### config.mk
export PLATFORM = sky130hd
export DESIGN_NAME = mult_share_arbiter
export DESIGN_NICKNAME = d
export VERILOG_FILES = /design/src/rtl/mult_share_arbiter.sv
export SDC_FILE = /design/constraint.sdc
export NUM_CORES = 1
export LEC_CHECK = 0
export CAP_MARGIN = 0
export CORE_MARGIN = 2
export CORE_UTILIZATION = 30
export CTS_CLUSTER_SIZE = 8
export DETAILED_ROUTE_END_ITERATION = 12
export PLACE_DENSITY = 0.52
export RECOVER_POWER = 25
export SLEW_MARGIN = 5
export SYNTH_ARGS = -nofsm -noshare
export SYNTH_HDL_FRONTEND = slang
export SYNTH_SLANG_ARGS = --single-unit
### constraint.sdc
create_clock -name clk -period 9.8 [get_ports clk]
set_clock_uncertainty 0.15 [all_clocks]
set_input_delay 1.96 -clock clk [delete_from_list [all_inputs] [get_ports clk]]
set_output_delay 1.96 -clock clk [all_outputs]
set_load 0.03 [all_outputs]
### src/rtl/mult_share_arbiter.sv
// Four requesters share one 16x16 Wallace-tree multiplier through a round-robin
// arbiter feeding a two-stage pipeline (operands in S1, product in S2).
module mult_share_arbiter #(
  parameter int NREQ = 4
) (
  input  logic               clk,
  input  logic               rst,
  input  logic [NREQ-1:0]    req_valid,
  input  logic [16*NREQ-1:0] req_a,
  input  logic [16*NREQ-1:0] req_b,
  output logic [NREQ-1:0]    req_ready,
  output logic               rsp_valid,
  output logic [1:0]         rsp_id,
  output logic [31:0]        rsp_prod,
  input  logic               rsp_ready,
  output logic               busy
);
  logic        s1_valid_q, s1_valid_d;
  logic [15:0] s1_a_q, s1_a_d;
  logic [15:0] s1_b_q, s1_b_d;
  logic [1:0]  s1_id_q, s1_id_d;
  logic        s2_valid_q, s2_valid_d;
  logic [31:0] s2_prod_q, s2_prod_d;
  logic [1:0]  s2_id_q, s2_id_d;
  logic [1:0]  last_grant_q, last_grant_d;

  logic        s2_load, s1_load, accept, win_found;
  logic [1:0]  win_id;
  logic [31:0] mult_prod;

  assign s2_load = !s2_valid_q || rsp_ready;
  assign s1_load = !s1_valid_q || s2_load;

  // Search begins one past the last accepted requester; index wraps mod 4.
  always_comb begin : arbiter
    logic [1:0] idx;
    idx       = '0;
    win_found = 1'b0;
    win_id    = last_grant_q;
    for (int k = 1; k <= NREQ; k++) begin
      idx = last_grant_q + 2'(k);
      if (!win_found && req_valid[idx]) begin
        win_found = 1'b1;
        win_id    = idx;
      end
    end
  end

  for (genvar gi = 0; gi < NREQ; gi++) begin : g_ready
    assign req_ready[gi] = !rst && s1_load && win_found && (win_id == 2'(gi));
  end

  assign accept = |req_ready;

  always_comb begin
    s1_valid_d   = s1_valid_q;
    s1_a_d       = s1_a_q;
    s1_b_d       = s1_b_q;
    s1_id_d      = s1_id_q;
    s2_valid_d   = s2_valid_q;
    s2_prod_d    = s2_prod_q;
    s2_id_d      = s2_id_q;
    last_grant_d = last_grant_q;

    if (accept) begin
      s1_valid_d   = 1'b1;
      s1_a_d       = req_a[16*win_id +: 16];
      s1_b_d       = req_b[16*win_id +: 16];
      s1_id_d      = win_id;
      last_grant_d = win_id;
    end else if (s2_load) begin
      s1_valid_d = 1'b0;
    end

    // Product data only changes when a real operation moves in, so the
    // response stays put while it is stalled or after it drains.
    if (s2_load) begin
      s2_valid_d = s1_valid_q;
      if (s1_valid_q) begin
        s2_prod_d = mult_prod;
        s2_id_d   = s1_id_q;
      end
    end
  end

  always_ff @(posedge clk) begin
    if (rst) begin
      s1_valid_q   <= 1'b0;
      s1_a_q       <= '0;
      s1_b_q       <= '0;
      s1_id_q      <= '0;
      s2_valid_q   <= 1'b0;
      s2_prod_q    <= '0;
      s2_id_q      <= '0;
      last_grant_q <= 2'd3;
    end else begin
      s1_valid_q   <= s1_valid_d;
      s1_a_q       <= s1_a_d;
      s1_b_q       <= s1_b_d;
      s1_id_q      <= s1_id_d;
      s2_valid_q   <= s2_valid_d;
      s2_prod_q    <= s2_prod_d;
      s2_id_q      <= s2_id_d;
      last_grant_q <= last_grant_d;
    end
  end

  wallace_mult16 u_mult (
    .a    (s1_a_q),
    .b    (s1_b_q),
    .prod (mult_prod)
  );

  assign rsp_valid = s2_valid_q;
  assign rsp_id    = s2_id_q;
  assign rsp_prod  = s2_prod_q;
  assign busy      = s1_valid_q || s2_valid_q;
endmodule

// Unsigned 16x16 multiplier: partial-product rows reduced by layers of 3:2
// carry-save compressors down to two rows, then one final adder.
module wallace_mult16 (
  input  logic [15:0] a,
  input  logic [15:0] b,
  output logic [31:0] prod
);
  localparam int NLVL = 7;  // 16 -> 11 -> 8 -> 6 -> 4 -> 3 -> 2 rows

  function automatic int rows_at(input int lvl);
    int n;
    n = 16;
    for (int k = 0; k < lvl; k++) n = 2 * (n / 3) + n % 3;
    return n;
  endfunction

  logic [31:0] row [NLVL][16];

  for (genvar gi = 0; gi < 16; gi++) begin : g_pp
    assign row[0][gi] = b[gi] ? (32'(a) << gi) : 32'd0;
  end

  for (genvar gl = 0; gl < NLVL - 1; gl++) begin : g_lvl
    localparam int N = rows_at(gl);
    localparam int G = N / 3;
    localparam int M = rows_at(gl + 1);
    for (genvar gi = 0; gi < G; gi++) begin : g_csa
      assign row[gl+1][2*gi]   = row[gl][3*gi] ^ row[gl][3*gi+1] ^ row[gl][3*gi+2];
      assign row[gl+1][2*gi+1] = ((row[gl][3*gi]   & row[gl][3*gi+1]) |
                                  (row[gl][3*gi]   & row[gl][3*gi+2]) |
                                  (row[gl][3*gi+1] & row[gl][3*gi+2])) << 1;
    end
    for (genvar gi = 0; gi < N % 3; gi++) begin : g_pass
      assign row[gl+1][2*G+gi] = row[gl][3*G+gi];
    end
    for (genvar gi = M; gi < 16; gi++) begin : g_zero
      assign row[gl+1][gi] = 32'd0;
    end
  end

  // A 16x16 product always fits in 32 bits, so the final carry-out is dropped.
  assign prod = row[NLVL-1][0] + row[NLVL-1][1];
endmodule
==> metrics.cfg, run 1 <==
[outcome]
outcome=finished, violations left
violations=capacitance limit, slew limit

[setup_path]
cp.buffers_inverters=4
reg2reg_depth=15
path_max_fanout=70
path_depth=7
slowest_delay_ns=0.85
critPathSlowestCell=buf_4
criticalPathCategory=primary input to output pin
worstPathArrival_ns=4.80
critPathLaunchType=primary input
endpoint_kind=output pin
crit_chain=dlygate4sd3_1 > inv_1 > o22ai_1 > a211oi_4 > buf_4 > and3_1 > clkdlybuf4s50_1
cpLargestDelayFamily=buffers and inverters
critPathRequiredTime_ns=7.69

[yosys]
syn_area_per_cell_um2=8.919
synth-edff-count=0
synth_area_leaders=fa_1, dfxtp_1, ha_1
ys_async_sr_fraction_pct=0
synth_flop_cell=dfxtp_1
yosysTopAreaCellShare_pct=34.41
synth.distinct_cells=59
synth_fp_nets=1724
synth_seq_area_share_pct=12.33
netlist_area_um2=11690
synth_cells=1311
ys_warn_count=0
yosys.area.top_type=fa_1
ys_ff_latch=72

[clock_tree]
cts_hold_buf=0
cts_sinks=72
cts-resized-gates=0
postCtsSetupBuffers=0
cts_tree=done
htreeDepth=3
clockRootBuffer=clkbuf_16
clock_path_buffers=2
clock_latency_ns=0.36
cts_buffers=9
clk_pin_slew_worst_paths_ns=0.06

[placed_design]
dp_hpwl_mm=26.24
port_buffers=174
gp_congestion=0.8487

[global_routing]
grt_pass1_vias=9941
grt_overflow=0
grt.total_usage_pct=16.48
antenna_found_initial=0
grt_pass1_wl_mm=53.19
grt_max_degree=76

[finish]
drive_above_1_share_pct=4.941
fillers=4091
nNetsFinal=1845
area_growth_syn_to_layout_pct=21.63
num_antenna_cells=0
ff_latch_area_um2=1441
multi_input_area_um2=9310

[floorplanning]
die-area_um2=40570
ioPinCount=175
initial_core_util_pct=30.33
die_y_um=201.4
coreArea_um2=38560
num_rows=72
die_w_um=201.4

[routing]
vias=9299
ant_nets=0
wl_mm=32.52
avgViaCountPerCell=4.757
drt-initial-drc-count=385
drc_errors=0
dr.pass1.iters=5
wire_per_inst_um=16.64

[timing]
finalSetupViolCount=0
tightest_slew_ns=1.551
final.period_utilization_pct=70.50
maxSlewViolCount=33
hold_viol_final=0
fmax_mhz=144.7
min_period_ns=6.909
worst_hold_slack_ns=0.2946
relSlewSlack_pct=-3.426
setup_tns_ns=0
rsz0062_at_grt=false

[worst_hold_path]
min_path_cells=2
hold_path_class=flip-flop to flip-flop

[flow_run]
cap_violations=1

==> worst paths after layout <==
check        slack [ns]                         to                      start
max                2.89               req_ready[0]               req_valid[3]
min                0.29  rsp_prod[12]$_SDFFE_PP0P_  rsp_prod[12]$_SDFFE_PP0P_
max reg2reg        3.21  rsp_prod[26]$_SDFFE_PP0P_    s1_b_q[11]$_SDFFE_PP0P_
min reg2reg        0.29  rsp_prod[12]$_SDFFE_PP0P_  rsp_prod[12]$_SDFFE_PP0P_
==> stage by stage <==
stage	util [%]	setup WS, ns	area (um2)	instances
floorplan	-	4.120	11690	1311
global placement	36.00	2.974	13880	1939
detailed placement	36.00	2.942	13880	1939
CTS	36.89	2.937	14220	1955
global route	36.88	2.694	14220	1955
finish	36.88	2.891	14220	1955
==> state kept, by name, summed over array words and instances, names as in the netlist <==
| name | count |
|---|---|
| rsp_prod | 32 |
| rsp_id | 2 |
| s1_b_q | 16 |
| s1_id_q | 2 |
| s1_a_q | 16 |
| s1_valid_q | 1 |
| rsp_valid | 1 |
| last_grant_q | 2 |
==> Yosys cell counts, types with 3 or more instances <==
master / count
clkbuf_1: 57
buf_1: 6
mux2i_1: 68
nand3b_1: 5
ha_1: 77
and3_1: 6
nor2_1: 17
inv_1: 178
nor4b_1: 4
or4_1: 5
a21o_1: 8
nor3b_1: 38
nand2b_1: 4
xnor2_1: 8
nand3_1: 17
nand4b_1: 4
nor3_1: 7
and2_1: 144
nand2_1: 233
nor2b_1: 3
fa_1: 201
o311a_1: 3
a211oi_1: 7
a31o_2: 33
buf_2: 5
o21ai_0: 8
nand4_1: 6
buf_4: 5
a21oi_1: 42
dfxtp_1: 72
a211o_1: 3
==> kinds of logic after synthesis <==
logic type | share of synthesized area [%]
buffers and inverters | 8.315
multiplexers | 5.821
flip-flops | 12.33
XOR/XNOR | 0.5993
AND/OR/NAND/NOR | 21.88
adder cells (fa/ha/maj) | 42.65
AO/OA/AOI/OAI | 8.400
==> placed cells by master (no fill, tap or decap), types with 6 or more instances in the layout <==
| cell type | n |
|---|---|
| nor2_1 | 17 |
| buf_4 | 9 |
| mux2i_1 | 68 |
| clkbuf_16 | 9 |
| ha_1 | 77 |
| and3_1 | 6 |
| dfxtp_1 | 72 |
| nand4_1 | 6 |
| xnor2_1 | 8 |
| o21ai_0 | 8 |
| a21o_1 | 8 |
| fa_1 | 201 |
| a21oi_1 | 41 |
| dlygate4sd3_1 | 21 |
| and2_1 | 144 |
| clkdlybuf4s50_1 | 152 |
| inv_1 | 178 |
| nand2_1 | 233 |
| nand3_1 | 17 |
| a31o_2 | 33 |
| nor3_1 | 7 |
| nor3b_1 | 38 |
==> routing by layer <==
layer  track usage [%]  wire length (um)
met1             21.41             14660
met4             3.440               440
met3             3.337              1578
met5                 0                 0
met2             28.37             15840
==> final cells by class <==
cell class | instances | share of cell area [%]
clock buffer | 10 | 1.610
clock inverter | 6 | 0.8182
sequential | 72 | 10.14
tap | 518 | 4.557
timing repair buffer | 184 | 12.71
inverter | 178 | 4.698
multi-input combinational | 987 | 65.47
==> worst reg2reg max path, delay by kind of cell (launching register included) <==
family	cells	cell delay, ns
flops	1	0.93
fa+ha+maj	7	3.47
buf+inv	1	0.04
simple gates	3	0.68
compound gates	4	1.24
Power of run 1 is not shown: default switching activity piles up to over one toggle a cycle in this logic, so the estimate is an artifact.
==> run 2: changes to the inputs <==
- PLACE_DENSITY: 0.52 -> 0.54
- clock period: 9.8 -> 5.65 ns (I/O delays scaled with it)
==> metrics.cfg, run 2 (same netlist as run 1, synthesis figures left out) <==
[global_routing]
grt_overflow=0  ; unchanged
antenna_found_initial=0  ; unchanged
grt_pass1_wl_mm=55.73  ; was 53.19 mm
grt_max_degree=45  ; was 76
grt.total_usage_pct=17.34  ; was 16.48%
grt_pass1_vias=10470  ; was 9941

[placed_design]
post-place-ws_ns=-0.3486  ; was 2.942 ns
dp_hpwl_mm=28.50  ; was 26.24 mm
gp_congestion=0.8358  ; was 0.8487
port_buffers=174  ; unchanged

[clock_tree]
clockRootBuffer=clkbuf_16  ; unchanged
cts_sinks=72  ; unchanged
cts_buffers=9  ; unchanged
cts_tree=done  ; unchanged
htreeDepth=3  ; unchanged
clock_latency_ns=0.36  ; about the same
clock_path_buffers=2  ; unchanged
clk_pin_slew_worst_paths_ns=0.06  ; about the same

[timing]
tightest_slew_ns=0.8420  ; was 1.551 ns
fmax_mhz=176.7
final.period_utilization_pct=100.2
rsz0062_at_grt=true  ; was false
relSlewSlack_pct=43.79  ; was -3.426%
hold_viol_final=0  ; unchanged
min_period_ns=5.661
fin_ws_ns=-0.01066  ; was 2.891 ns
maxSlewViolCount=0  ; was 33
finalSetupViolCount=3  ; was 0

[routing]
dr.pass1.iters=4  ; was 5
wire_per_inst_um=16.72  ; was 16.64 um
drt-initial-drc-count=533  ; was 385
avgViaCountPerCell=4.701  ; was 4.757
drc_errors=0  ; unchanged
vias=9792  ; was 9299
wl_mm=34.82  ; was 32.52 mm
ant_nets=0  ; unchanged

[setup_path]
endpoint_kind=flip-flop  ; was output pin
path_common_cell=fa_1
reg2reg_from=s1_a_q[11]$_SDFFE_PP0P_  ; was s1_b_q[11]$_SDFFE_PP0P_
cpLargestDelayFamily=adder cells  ; was buffers and inverters
worstPathArrival_ns=5.76  ; was 4.80 ns
critPathLaunchType=flip-flop  ; was primary input
critPathRequiredTime_ns=5.75  ; was 7.69 ns
cp.buffers_inverters=6  ; was 4
path_max_fanout=5  ; was 70
crit_start=s1_a_q[11]$_SDFFE_PP0P_  ; was req_valid[3]
criticalPathCategory=flip-flop to flip-flop  ; was primary input to output pin
crit_chain=buf_12 > and2_4 > fa_1 > inv_2 > fa_1 > fa_1 > fa_1 > fa_1 > fa_1 > inv_2 > ha_4 > buf_4 > and3_4 > a311o_1 > a211oi_2 > buf_4 > buf_4 > o41a_1 > nand3_1  ; was dlygate4sd3_1 > inv_1 > o22ai_1 > a211oi_4 > buf_4 > and3_1 > clkdlybuf4s50_1
slowest_delay_ns=0.56  ; was 0.85 ns
critPathSlowestCell=fa_1  ; was buf_4

[finish]
largest_reg_flops=32  ; unchanged
nNetsFinal=1972  ; was 1845
layout_common_cells=nand2_1, fa_1, inv_1  ; unchanged
area_growth_syn_to_layout_pct=35.73  ; was 21.63%
mostFrequentLayoutCell=nand2_1  ; unchanged
drive_above_1_share_pct=18.29  ; was 4.941%
fillers=3952  ; was 4091

[floorplanning]
die-area_um2=40570  ; unchanged
die_w_um=201.4  ; unchanged
die_y_um=201.4  ; unchanged
coreArea_um2=38560  ; unchanged
num_rows=72  ; unchanged
ioPinCount=175  ; unchanged
initial_core_util_pct=30.33  ; unchanged

[outcome]
outcome=finished, violations left  ; unchanged
violations=setup timing  ; was capacitance limit, slew limit

[flow_run]
cap_violations=0  ; was 1

[worst_hold_path]
hold_path_class=flip-flop to flip-flop  ; unchanged
min_from=rsp_prod[12]$_SDFFE_PP0P_  ; unchanged

-- run 2: cell count changes in the layout (fill, tap and decap cells not counted), sizes merged --
cell and delta:
buf +127, diode +1, clkdlybuf4s50 -3, inv +1
dlygate4sd3 +3, clkbuf -1
-- run 2: final cells by class --
type / instances / area [um2] / area share (%)
inverter: 178 / 668.1 / 4.210
timing repair buffer: 311 / 2978 / 18.76
clock buffer: 9 / 225.2 / 1.419
tap: 518 / 648.1 / 4.084
multi-input combinational: 987 / 9702 / 61.13
antenna: 1 / 2.502 / 0.01577
clock inverter: 7 / 127.6 / 0.8042
sequential: 72 / 1519 / 9.571
-- run 2: repair_timing --
action	in CTS	in global routing
setup buffers	7	18
hold buffers	0	0
setup endpoints to repair	16	16
pin swaps	9	35
resized for setup	64	64
-- run 2: worst paths after layout --
kind                                to  slack, ns  depth (start not counted)
min          rsp_prod[12]$_SDFFE_PP0P_       0.30                          2
min reg2reg  rsp_prod[12]$_SDFFE_PP0P_       0.30                          2
max reg2reg  rsp_prod[31]$_SDFFE_PP0P_      -0.01                         19
max          rsp_prod[31]$_SDFFE_PP0P_      -0.01                         19
-- run 2: worst reg2reg max path, stage by stage (launching register included) --
cell,delay (ns)
dfxtp_4,0.36
buf_12,0.14
and2_4,0.16
fa_1,0.52
inv_2,0.04
fa_1,0.56
fa_1,0.44
fa_1,0.51
fa_1,0.44
fa_1,0.54
inv_2,0.06
ha_4,0.26
buf_4,0.14
and3_4,0.18
a311o_1,0.37
a211oi_2,0.23
buf_4,0.16
buf_4,0.11
o41a_1,0.12
nand3_1,0.07
-- run 2: metal layers --
metal	global-route usage [%]	wire, um	up-vias
met5	0	0	-
met4	4.386	724	0
met3	2.964	1622	44
met2	29.58	16800	241
met1	22.77	15680	4827
li1	-	-	4680
-- run 2: per-stage QoR --
| step | std cells | hold WS, ns | cell area [um2] | utilization [%] | TNS [ns] |
|---|---|---|---|---|---|
| after floorplan | 1311 | 0.2823 | 11700 | - | 0 |
| after global placement | 2041 | 0.2886 | 14800 | 38.37 | -3.349 |
| after detailed placement | 2041 | 0.2954 | 14800 | 38.37 | -4.229 |
| after CTS | 2064 | 0.3038 | 15400 | 39.94 | -0.0004627 |
| after global routing | 2082 | 0.3086 | 15870 | 41.15 | -1.249 |
| final | 2083 | 0.2954 | 15870 | 41.16 | -0.01662 |
Power of run 2 is left out for the same reason.
==> run 3: changes to the inputs <==
- PLACE_DENSITY: 0.54 -> unset
- PLACE_DENSITY_LB_ADDON: unset -> 0.15
==> metrics.cfg, run 3 (same netlist as run 1, synthesis figures left out) <==
[setup_path]
criticalPathCategory=flip-flop to flip-flop  ; unchanged
endpoint_kind=flip-flop  ; unchanged
critPathRequiredTime_ns=5.81  ; was 5.75 ns
rrSetupSlack_ns=0.02  ; was -0.01 ns
reg2reg_to=rsp_prod[23]$_SDFFE_PP0P_  ; was rsp_prod[31]$_SDFFE_PP0P_
critPathLaunchType=flip-flop  ; unchanged
reg2reg_depth=18  ; was 19
worstPathArrival_ns=5.79  ; was 5.76 ns
reg2reg_from=s1_a_q[6]$_SDFFE_PP0P_  ; was s1_a_q[11]$_SDFFE_PP0P_
path_max_fanout=8  ; was 5

[timing]
hold_viol_final=0  ; unchanged
fin_ws_ns=0.01715  ; was -0.01066 ns
finalSetupViolCount=0  ; was 3
final.period_utilization_pct=99.70  ; was 100.2%
min_period_ns=5.633  ; was 5.661 ns
rsz0062_at_grt=true  ; unchanged
fmax_mhz=177.5  ; was 176.7 MHz
worst_hold_slack_ns=0.3007  ; was 0.2954 ns
maxSlewViolCount=0  ; unchanged
setup_tns_ns=0  ; was -0.01662 ns
tightest_slew_ns=0.8290  ; was 0.8420 ns
relSlewSlack_pct=44.66  ; was 43.79%

[global_routing]
grt.total_usage_pct=18.72  ; was 17.34%
antenna_found_initial=1  ; was 0
grt_overflow=0  ; unchanged
grt_max_degree=69  ; was 45
grt_pass1_wl_mm=58.72  ; was 55.73 mm
grt_pass1_vias=10680  ; was 10470

[flow_run]
cap_violations=0  ; unchanged

[floorplanning]
die_w_um=201.4  ; unchanged
ioPinCount=175  ; unchanged
die_y_um=201.4  ; unchanged
coreArea_um2=38560  ; unchanged
die-area_um2=40570  ; unchanged
num_rows=72  ; unchanged
initial_core_util_pct=30.33  ; unchanged

[finish]
area_growth_syn_to_layout_pct=36.10  ; was 35.73%
nNetsFinal=1976  ; was 1972
drive_above_1_share_pct=18.69  ; was 18.29%
stdcell_count=2086  ; was 2083
largest_reg_flops=32  ; unchanged
num_antenna_cells=0  ; was 1
layout_common_cells=nand2_1, fa_1, inv_1  ; unchanged
mostFrequentLayoutCell=nand2_1  ; unchanged

[clock_tree]
clockRootBuffer=clkbuf_16  ; unchanged
clk_pin_slew_worst_paths_ns=0.07  ; was 0.06 ns
htreeDepth=3  ; unchanged
clock_path_buffers=2  ; unchanged
clock_latency_ns=0.37  ; was 0.36 ns
cts_sinks=72  ; unchanged
cts_buffers=9  ; unchanged
cts_tree=done  ; unchanged
cts_hold_buf=0  ; unchanged

[worst_hold_path]
hold_path_class=flip-flop to flip-flop  ; unchanged
min_path_cells=2  ; unchanged
hold_end=rsp_prod[15]$_SDFFE_PP0P_  ; was rsp_prod[12]$_SDFFE_PP0P_
min_from=rsp_prod[15]$_SDFFE_PP0P_  ; was rsp_prod[12]$_SDFFE_PP0P_

[routing]
wire_per_inst_um=17.82  ; was 16.72 um
vias=9810  ; was 9792
dr.pass1.iters=4  ; unchanged
avgViaCountPerCell=4.703  ; was 4.701
drt-initial-drc-count=320  ; was 533
wl_mm=37.18  ; was 34.82 mm
ant_nets=0  ; unchanged
drc_errors=0  ; unchanged

[placed_design]
dp_hpwl_mm=30.04  ; was 28.50 mm
dp_cells=2054  ; was 2041
gp_congestion=0.8019  ; was 0.8358
port_buffers=174  ; unchanged
post-place-ws_ns=-0.4223  ; was -0.3486 ns

[outcome]
outcome=completed  ; was finished, violations left

[run 3: repair_timing]
action                     CTS  global route
setup endpoints to repair   17            16
gates resized for setup     51            84
pin swaps                   14            16
setup buffers                4            13
gates cloned                 0             0
[run 3: worst max-delay path by stage]
| stage | startpoint | endpoint | slack [ns] | cells after the start |
|---|---|---|---|---|
| 2_1_floorplan | s1_b_q[11]$_SDFFE_PP0P_ | rsp_prod[29]$_SDFFE_PP0P_ | 0.003 | 17 |
| 3_3_place_gp | s1_a_q[2]$_SDFFE_PP0P_ | rsp_prod[30]$_SDFFE_PP0P_ | -0.34 | 18 |
| 3_5_place_dp | s1_a_q[3]$_SDFFE_PP0P_ | rsp_prod[24]$_SDFFE_PP0P_ | -0.42 | 18 |
| 4_1_cts | s1_b_q[14]$_SDFFE_PP0P_ | rsp_prod[29]$_SDFFE_PP0P_ | 0.004 | 17 |
| 5_1_grt | s1_a_q[1]$_SDFFE_PP0P_ | rsp_prod[23]$_SDFFE_PP0P_ | -0.14 | 16 |
| 6_report | s1_a_q[6]$_SDFFE_PP0P_ | rsp_prod[23]$_SDFFE_PP0P_ | 0.02 | 18 |
[run 3: metal layers]
metal / global-route usage (%) / part of all wire (%)
met2: 32.87 / 49
met1: 23.94 / 46
met4: 4.517 / 1.9
met3: 3.110 / 3.5
met5: 0 / 0
[run 3: layout make-up]
| class | instances | area (um2) |
|---|---|---|
| tap | 518 | 648.1 |
| multi-input combinational | 987 | 9752 |
| sequential | 72 | 1508 |
| fill | 3956 | 22640 |
| clock inverter | 6 | 50.05 |
| clock buffer | 10 | 239.0 |
| timing repair buffer | 315 | 3049 |
| inverter | 178 | 668.1 |
[run 3: worst max-delay path, stage by stage, from the launching register on]
cell and delay [ns]:
dfxtp_2 0.33, buf_12 0.14, buf_6 0.11, and2_4 0.12, fa_1 0.49, inv_2 0.05
fa_2 0.48, fa_1 0.56, inv_2 0.04, fa_1 0.50, fa_2 0.58, ha_4 0.21
ha_4 0.29, nand3_4 0.08, o221ai_4 0.30, a311oi_4 0.16, o31a_1 0.36, or4_1 0.52
nand3_1 0.09
[run 3: through the flow]
| stage | cell area, um2 | util, % |
|---|---|---|
| finish | 15910 | 41.27 |
| global route | 15910 | 41.27 |
| CTS | 15470 | 40.11 |
| detailed placement | 14940 | 38.76 |
| global placement | 14940 | 38.76 |
| floorplan | 11700 | - |
Power of run 3 is left out for the same reason.
